## src/rtl/hazard_pkg.sv

```systemverilog
// ---------------------------------------------------------------------------
// hazard_pkg
// Shared types and constants for the pipeline hazard controller.
//   state_t             : controller states (RUN, MDU_WAIT)
//   MDU_LATENCY_DEFAULT : default multiply/divide stall length in cycles
//   REG_ZERO            : architectural zero register index
//   load_use_hazard()   : detects a dependency on a load still in ID/EX
// ---------------------------------------------------------------------------
package hazard_pkg;

  typedef enum logic [0:0] {
    RUN      = 1'b0,
    MDU_WAIT = 1'b1
  } state_t;

  localparam int          MDU_LATENCY_DEFAULT = 4;
  localparam logic [4:0]  REG_ZERO            = 5'd0;

  // A load into r0 never creates a dependency, because r0 is hardwired to
  // zero. The rt comparison only matters when the younger instruction
  // actually reads rt as a source.
  function automatic logic load_use_hazard(
    input logic       mem_read,
    input logic [4:0] ex_rt,
    input logic [4:0] id_rs,
    input logic [4:0] id_rt,
    input logic       uses_rt
  );
    load_use_hazard = mem_read && (ex_rt != REG_ZERO) &&
                      ((ex_rt == id_rs) || (uses_rt && (ex_rt == id_rt)));
  endfunction

endpackage

```

## src/rtl/sat_counter.sv

```systemverilog
// ---------------------------------------------------------------------------
// sat_counter
// Saturating up-counter used for the hazard performance counters.
// Ports:
//   clk   : clock
//   clear : synchronous active-high clear (takes priority over inc)
//   inc   : count enable, one step per cycle
//   count : current count, sticks at all-ones instead of wrapping
// ---------------------------------------------------------------------------
module sat_counter #(
  parameter int WIDTH = 16
) (
  input  logic             clk,
  input  logic             clear,
  input  logic             inc,
  output logic [WIDTH-1:0] count
);

  // Clear wins so that cycles spent in reset are never counted.
  always_ff @(posedge clk) begin
    if (clear) begin
      count <= '0;
    end else if (inc && (count != '1)) begin
      count <= count + 1'b1;
    end
  end

endmodule

```

## src/rtl/hazard_ctrl.sv

```systemverilog
// ---------------------------------------------------------------------------
// hazard_ctrl
// Pipeline hazard controller: taken-branch flush, load-use stall and
// multi-cycle multiply/divide stall, plus saturating stall/flush counters.
// Ports:
//   clk, reset        : clock and synchronous active-high reset
//   id_ex_mem_read    : ID/EX instruction is a load
//   id_ex_rt          : ID/EX destination register
//   if_id_rs/rt       : IF/ID source registers
//   if_id_uses_rt     : IF/ID instruction reads rt
//   branch_taken      : branch/jump resolved taken in EX
//   mdu_start         : multiply/divide entering EX
//   pc_write          : PC update enable
//   if_id_write       : IF/ID load enable
//   if_id_flush       : IF/ID loads a NOP
//   id_ex_bubble      : ID/EX loads a NOP control word
//   id_ex_hold        : ID/EX keeps its contents
//   mdu_busy          : multi-cycle MDU stall in progress
//   stall_cnt         : saturating count of cycles with pc_write=0
//   flush_cnt         : saturating count of cycles with if_id_flush=1
// ---------------------------------------------------------------------------
module hazard_ctrl
  import hazard_pkg::*;
#(
  parameter int MDU_LATENCY = MDU_LATENCY_DEFAULT,
  parameter int CNT_W       = 16
) (
  input  logic             clk,
  input  logic             reset,
  input  logic             id_ex_mem_read,
  input  logic [4:0]       id_ex_rt,
  input  logic [4:0]       if_id_rs,
  input  logic [4:0]       if_id_rt,
  input  logic             if_id_uses_rt,
  input  logic             branch_taken,
  input  logic             mdu_start,
  output logic             pc_write,
  output logic             if_id_write,
  output logic             if_id_flush,
  output logic             id_ex_bubble,
  output logic             id_ex_hold,
  output logic             mdu_busy,
  output logic [CNT_W-1:0] stall_cnt,
  output logic [CNT_W-1:0] flush_cnt
);

  // The start cycle is itself a stall cycle, so the wait state only has to
  // cover the remaining MDU_LATENCY-1 cycles.
  localparam logic [7:0] MDU_RELOAD = 8'(MDU_LATENCY - 1);

  state_t     state;
  logic [7:0] mdu_cnt;
  logic       load_use;

  assign load_use = load_use_hazard(id_ex_mem_read, id_ex_rt, if_id_rs,
                                    if_id_rt, if_id_uses_rt);

  // Control outputs are Mealy so that stalls and flushes take effect in the
  // very cycle the hazard is seen. Reset forces the idle pattern.
  always_comb begin
    pc_write     = 1'b1;
    if_id_write  = 1'b1;
    if_id_flush  = 1'b0;
    id_ex_bubble = 1'b0;
    id_ex_hold   = 1'b0;
    mdu_busy     = 1'b0;
    if (!reset) begin
      case (state)
        RUN: begin
          if (branch_taken) begin
            if_id_flush  = 1'b1;
            id_ex_bubble = 1'b1;
          end else if (mdu_start) begin
            pc_write    = 1'b0;
            if_id_write = 1'b0;
            id_ex_hold  = 1'b1;
            mdu_busy    = 1'b1;
          end else if (load_use) begin
            pc_write     = 1'b0;
            if_id_write  = 1'b0;
            id_ex_bubble = 1'b1;
          end
        end
        MDU_WAIT: begin
          pc_write    = 1'b0;
          if_id_write = 1'b0;
          id_ex_hold  = 1'b1;
          mdu_busy    = 1'b1;
        end
        default: begin
          pc_write    = 1'b1;
          if_id_write = 1'b1;
        end
      endcase
    end
  end

  // State and MDU down-counter. A taken branch squashes the MDU op, so the
  // stall only starts when mdu_start arrives without a branch. In MDU_WAIT
  // all other requests are ignored until the counter runs out.
  always_ff @(posedge clk) begin
    if (reset) begin
      state   <= RUN;
      mdu_cnt <= 8'd0;
    end else begin
      case (state)
        RUN: begin
          if (!branch_taken && mdu_start) begin
            state   <= MDU_WAIT;
            mdu_cnt <= MDU_RELOAD;
          end
        end
        MDU_WAIT: begin
          mdu_cnt <= mdu_cnt - 8'd1;
          if (mdu_cnt == 8'd1) begin
            state <= RUN;
          end
        end
        default: begin
          state   <= RUN;
          mdu_cnt <= 8'd0;
        end
      endcase
    end
  end

  sat_counter #(
    .WIDTH(CNT_W)
  ) u_stall_cnt (
    .clk  (clk),
    .clear(reset),
    .inc  (!pc_write),
    .count(stall_cnt)
  );

  sat_counter #(
    .WIDTH(CNT_W)
  ) u_flush_cnt (
    .clk  (clk),
    .clear(reset),
    .inc  (if_id_flush),
    .count(flush_cnt)
  );

endmodule

```

## config.mk

```make
export PLATFORM = sky130hd
export DESIGN_NAME = hazard_ctrl
export DESIGN_NICKNAME = d
export VERILOG_FILES = /design/src/rtl/hazard_pkg.sv /design/src/rtl/sat_counter.sv /design/src/rtl/hazard_ctrl.sv
export SDC_FILE = /design/constraint.sdc
export NUM_CORES = 1
export LEC_CHECK = 0
export BUFFER_PORTS_ARGS = -buffer_cell sky130_fd_sc_hd__buf_2
export CAP_MARGIN = 20
export CORE_AREA = 2 2 68 70
export CTS_CLUSTER_SIZE = 8
export DETAILED_ROUTE_END_ITERATION = 7
export DIE_AREA = 0 0 70 72
export HOLD_SLACK_MARGIN = 0.02
export PLACE_DENSITY = 0.77
export SLEW_MARGIN = 10
export SYNTH_ARGS = -nofsm -noshare
export SYNTH_HDL_FRONTEND = slang
export SYNTH_SLANG_ARGS = --single-unit
```

## constraint.sdc

```tcl
create_clock -name clk -period 2.2 [get_ports clk]
set_input_delay 0.33 -clock clk [delete_from_list [all_inputs] [get_ports clk]]
set_output_delay 0.33 -clock clk [all_outputs]
set_load 0.03 [all_outputs]
```

==> results of run 1 <==
-- placed cells by master (no fill, tap or decap), drive strengths merged, types with 3 or more instances in the layout --
| cell | netlist | layout |
|---|---|---|
| o31ai | 5 | 5 |
| and2 | 5 | 5 |
| nand4 | 4 | 4 |
| a21oi | 19 | 19 |
| and3 | 8 | 8 |
| o21ai | 9 | 9 |
| o311ai | 4 | 4 |
| nand2 | 17 | 17 |
| inv | 6 | 6 |
| or3 | 9 | 9 |
| o211ai | 4 | 4 |
| nor3 | 8 | 8 |
| ha | 4 | 4 |
| nor2 | 22 | 22 |
| xnor2 | 5 | 5 |
| and4 | 5 | 5 |
| or4 | 8 | 8 |
| dfxtp | 41 | 41 |
| clkbuf | 3 | 6 |
| xor2 | 18 | 18 |
| o21a | 5 | 5 |
| nand3 | 15 | 15 |
| buf | 7 | 71 |
| or2 | 3 | 3 |
| nand2b | 3 | 3 |
-- cells by family (layout without fill, tap and decap cells) --
kind of cell / after synthesis / after routing / share of synthesized area
buf+inv: 16 / 85 / 0.03681
mux: 2 / 2 / 0.009936
simple gates: 112 / 112 / 0.2864
compound gates: 55 / 55 / 0.1660
xor+xnor: 23 / 23 / 0.09410
fa+ha+maj: 4 / 4 / 0.02338
flops: 41 / 41 / 0.3834
-- final timing paths --
kind,start,end,slack (ns),cells after the start
worst max-delay path,u_stall_cnt.count[0]$_SDFFE_PP0P_,u_stall_cnt.count[10]$_SDFFE_PP0P_,0.10,8
worst min-delay path,reset,u_stall_cnt.count[8]$_SDFFE_PP0P_,0.35,3
worst max register to register,u_stall_cnt.count[0]$_SDFFE_PP0P_,u_stall_cnt.count[10]$_SDFFE_PP0P_,0.10,8
worst min register to register,u_flush_cnt.count[1]$_SDFFE_PP0P_,u_flush_cnt.count[1]$_SDFFE_PP0P_,0.49,2
-- power groups by stage --
stage / Clock, mW / Combinational (mW) / Sequential (mW)
2_1_floorplan: 0 / 0.117 / 0.802
3_3_place_gp: 0 / 0.186 / 0.796
3_5_place_dp: 0 / 0.190 / 0.797
4_1_cts: 0.648 / 0.191 / 0.780
5_1_grt: 0.674 / 0.214 / 0.784
6_report: 0.634 / 0.193 / 0.780
-- final cells by class --
class | count | area (sq um)
Sequential cell | 41 | 820.8
Fill cell | 382 | 1588
Multi-Input combinational cell | 196 | 1257
Inverter | 6 | 22.52
Timing Repair Buffer | 71 | 390.4
Clock buffer | 6 | 82.58
Clock inverter | 2 | 37.54
Tap cell | 52 | 65.06
-- timing repair --
| item | CTS | global route |
|---|---|---|
| setup buffers | 0 | 0 |
| resized for setup | 0 | 7 |
| setup endpoints to repair | 0 | 7 |
| hold buffers | 0 | 0 |
-- state kept, by name, indices dropped and copies added (netlist names) --
signal             flops
u_flush_cnt.count     16
u_stall_cnt.count     16
mdu_cnt                8
state                  1
-- through the flow --
| step | hold WS, ns | setup TNS (ns) |
|---|---|---|
| 2_1_floorplan | 0.4686 | 0 |
| 3_3_place_gp | 0.4800 | 0 |
| 3_5_place_dp | 0.4875 | -0.1662 |
| 4_1_cts | 0.3462 | 0 |
| 5_1_grt | 0.3537 | 0 |
| 6_report | 0.3470 | 0 |
-- per-layer routing --
layer,up-vias,global-route usage,routed length (um)
met5,-,0,0
met4,0,0.08120,73
met3,6,0.04444,274
met2,57,0.3132,2182
met1,946,0.2467,2224
li1,1068,-,-
-- critical path, cell delays in order (launching register included) --
cell and delay, ns:
dfxtp_1 0.33, ha_1 0.23, nand2_2 0.10, nor3_1 0.08, a311o_1 0.35, o21a_2 0.25
buf_4 0.17, or4_1 0.46, nand2_1 0.07
==> flow_summary.toml, run 1 <==
[timing]
clock.fmax_ghz = 0.4764
layout_setup_ws_ns = 0.1007
finalCritPeriodShare = 0.9542
max_slew_margin = 0.6869
rsz0062_at_grt = "false"
worst_pin_slew_ns = 0.4657
hold_viol_final = 0
slew_violations = 0
setup_violations = 0
post-route-min-period_ns = 2.099
fin_skew_ns = 0.01210

[detailed_routing]
num_vias = 2077
drt_iter0_drc = 156
wl_per_cell_um = 12.71
drc_errors = 0
postRouteAntennaNets = 0
drt_pass1_iterations = 4
viasPerCell = 5.553
wirelength_um = 4754

[clock_network]
worstSkewPairLatency_ns = 0.30
tritoncts = "yes"
numCtsBuffers = 5
clockRootBuffer = "clkbuf_8"
cts.clk_slew.worst_paths_ns = 0.08
cts_max_path_buffers = 2
cts.sinks = 41
htreeDepth = 2

[critical_path]
worstPathRequired_ns = 2.45
crit_path_max_fanout = 8
critPathKind = "reg2reg"
critPathLaunchType = "register"
crit_arrival_ns = 2.35
end_kind = "register"

[floorplanning]
io_pins = 59
die_area_sq_um = 5040
coreArea_sq_um = 4264
start_util = 0.5021
die_w_um = 70
fp.dieH_um = 72
rows = 24

[place]
dp_hpwl_um = 3550
dp_slack_ns = -0.04823
port_buffers = 58
gp_congestion = 0.8481
dpl_cell_area_sq_um = 2541
place_inst = 366

[power_and_ir_drop]
clockPowerShare = 0.394
seqPwrFrac = 0.485
leakagePower_nw = 1.124
swShare = 0.2470
peakVddDrop_uv = 425.1
power.density_nw_per_um2 = 600.2
combPwrFrac = 0.120
p_switching_uw = 396.8
p_int_mw = 1.210
power_mw = 1.606

[synth]
synth_flop_cell = "dfxtp_1"
netlist_area_sq_um = 2141
ys_warn_count = 0
synth_most_common_cell = "dfxtp_1"
yosysUniqueCellTypes = 43
async_flop_share = 0
synth_top_cells_by_count = "41 x dfxtp_1, 22 x nor2_1, 19 x a21oi_1, 18 x xor2_1, 17 x nand2_1"
synth_top_area_share = 0.3834
syn_inst = 253
synth_seq_cells = 41
synth_fp_nets = 278
synth_top_area_cell = "dfxtp_1"
synthTopCellsByArea = "dfxtp_1 38%, xor2_1 7.4%, a21oi_1 4.4%"
syn-mean-instance-area_sq_um = 8.462
synth-edff-count = 0
synth-seq-area-share = 0.3834

[outcome]
status = "finished, final reports clean"

[finish]
diodes = 0
postLayoutCellArea_sq_um = 2676
num-nets-final = 346
instances_no_fill = 374
fin_util = 0.6276
area_growth_pct = 25.01
drive_gt1_frac = 0.2857

[global_route]
grt_overflow = 0
grt_first_pass_wirelength_um = 7866
grt_pass1_vias = 1795
grt_start_max_net_pins = 36
grt_usage = 0.1921
antenna_found_initial = 0

[flow_run]
drv_cap = 0

[min_path]
hp-class = "in2reg"
No activity file was read; power rests on OpenSTA's default activity.
==> inputs of run 2 (changes only) <==
==> constraint.sdc (replaced) <==
create_clock -name clk -period 2.2 [get_ports clk]
set_input_delay 0.44 -clock clk [delete_from_list [all_inputs] [get_ports clk]]
set_output_delay 0.44 -clock clk [all_outputs]
set_load 0.03 [all_outputs]
==> run 2 against run 1 <==
The run now ends with negative setup slack left. Total power is 6.1% lower. Critical path type is now in2out. Sequential share of layout area is 1.0 points lower. Clock power is 19% lower. Largest cell class unchanged. Flip-flop and latch count stayed put. Sequential power hardly changed. Count of clock-buffer cells in the layout stayed put. Largest power group unchanged.
==> flow_summary.toml, run 2 (same netlist as run 1, synthesis figures left out) <==
[outcome]
status = "finished with violations"
violations = "negative setup slack"

[global_route]
grt_start_max_net_pins = 24
grt_overflow = 0
grt_pass1_vias = 1937
grt_first_pass_wirelength_um = 8645
antenna_found_initial = 0
grt_usage = 0.2109

[clock_network]
numCtsBuffers = 5
worstSkewPairLatency_ns = 0.29
cts_max_path_buffers = 2
cts.clk_slew.worst_paths_ns = 0.07
cts.sinks = 41
clockRootBuffer = "clkbuf_8"
tritoncts = "yes"
htreeDepth = 2
cts_hold_buf = 0

[finish]
area_growth_pct = 29.22
instances_no_fill = 383
reg_top3 = "u_flush_cnt.count x16, u_stall_cnt.count x16, mdu_cnt x8"
diodes = 0
num-nets-final = 355
drive_gt1_frac = 0.3172
layout_common_cells = "53 x buf_2, 41 x dfxtp_1, 24 x buf_4, 21 x nor2_1, 18 x xor2_1"
final_common_cell = "buf_2"

[critical_path]
crit_path_max_fanout = 3
critPathLaunchType = "input port"
regToRegSetupSlack_ns = 0.14
end_kind = "output pin"
cp-startpoint = "id_ex_rt[1]"
crit_arrival_ns = 1.78
cp-endpoint = "id_ex_bubble"
r2r_cells = 8
worstPathRequired_ns = 1.76
r2r_end = "u_stall_cnt.count[3]$_SDFFE_PP0P_"
timing.rr.start = "u_stall_cnt.count[0]$_SDFFE_PP0P_"
critPathKind = "in2out"

[floorplanning]
die_area_sq_um = 5040
coreArea_sq_um = 4264
fp.dieH_um = 72
start_util = 0.5021
die_w_um = 70
io_pins = 59
rows = 24

[detailed_routing]
wirelength_um = 5085
num_vias = 2143
wl_per_cell_um = 13.28
drc_errors = 0
drt_iter0_drc = 140
postRouteAntennaNets = 0
viasPerCell = 5.595
drt_pass1_iterations = 4

[timing]
setup_violations = 2
fin_skew_ns = 0.009725
slew_violations = 0
clock.fmax_ghz = 0.4498
hold_viol_final = 0
worst_pin_slew_ns = 0.4505
post-route-min-period_ns = 2.223
rsz0062_at_grt = "true"
setup_tns_ns = -0.04198
finalCritPeriodShare = 1.011
layout_setup_ws_ns = -0.02323
max_slew_margin = 0.6971

[power_and_ir_drop]
leakagePower_nw = 1.178
peakVddDrop_uv = 464.7
power.density_nw_per_um2 = 545.4

[flow_run]
drv_cap = 0

[place]
place_inst = 373
port_buffers = 58
dp_hpwl_um = 3730
gp_congestion = 0.8134

[min_path]
hp-class = "reg2reg"
==> run 2: repair_timing <==
item / CTS / global route
buffers inserted: 1 / 1
resized for setup: 9 / 8
endpoints found under the setup margin: 3 / 15
pin swaps: 3 / 2
==> run 2: worst min-delay path by stage <==
| stage | from | to | slack [ns] | cells past startpoint |
|---|---|---|---|---|
| 2_1_floorplan | mdu_cnt[2]$_SDFFE_PP0N_ | mdu_cnt[2]$_SDFFE_PP0N_ | 0.47 | 2 |
| 3_3_place_gp | u_flush_cnt.count[1]$_SDFFE_PP0P_ | u_flush_cnt.count[1]$_SDFFE_PP0P_ | 0.48 | 2 |
| 3_5_place_dp | u_flush_cnt.count[1]$_SDFFE_PP0P_ | u_flush_cnt.count[1]$_SDFFE_PP0P_ | 0.49 | 2 |
| 4_1_cts | u_flush_cnt.count[1]$_SDFFE_PP0P_ | u_flush_cnt.count[1]$_SDFFE_PP0P_ | 0.50 | 2 |
| 5_1_grt | u_flush_cnt.count[1]$_SDFFE_PP0P_ | u_flush_cnt.count[1]$_SDFFE_PP0P_ | 0.53 | 2 |
| 6_report | u_flush_cnt.count[1]$_SDFFE_PP0P_ | u_flush_cnt.count[1]$_SDFFE_PP0P_ | 0.49 | 2 |
==> run 2: per-stage QoR <==
stage | setup WS [ns] | area (sq um) | util | hold slack [ns] | total power [mW]
5_1_grt | -0.1138 | 2766 | 0.6488 | 0.5318 | 1.583
3_3_place_gp | -0.07876 | 2599 | 0.6094 | 0.4836 | 0.9922
6_report | -0.02323 | 2766 | 0.6488 | 0.4950 | 1.509
4_1_cts | -0.01486 | 2733 | 0.6408 | 0.4989 | 1.521
2_1_floorplan | -0.06569 | 2150 | - | 0.4686 | 0.9191
3_5_place_dp | -0.1526 | 2599 | 0.6094 | 0.4881 | 0.9968
==> run 2: worst max-delay path, cell delays in order <==
cell and delay (ns):
buf_6 0.10, or4_1 0.57, o21ai_2 0.22, nor2_4 0.06, a21oi_2 0.16, nor3_2 0.05
buf_4 0.17
==> run 2: final cells by class <==
cell class,instances,area (sq um)
Clock buffer,6,82.58
Clock inverter,2,13.76
Fill cell,379,1498
Inverter,6,22.52
Multi-Input combinational cell,196,1282
Sequential cell,41,820.8
Tap cell,52,65.06
Timing Repair Buffer,80,479.2
==> run 2: per-layer routing <==
layer	track usage	share of wire	up-vias	routed length (um)
met4	0.07265	0.0096	0	49
met3	0.05972	0.069	5	353
met2	0.3566	0.48	68	2441
met1	0.2602	0.44	989	2240
li1	-	-	1081	-
met5	0	0	-	0
==> run 2: report_power, final <==
part | internal [mW] | leakage, nW | switching, mW
combinational | 0.0963 | 0.795 | 0.121
sequential | 0.760 | 0.332 | 0.0198
clock | 0.254 | 0.0512 | 0.259
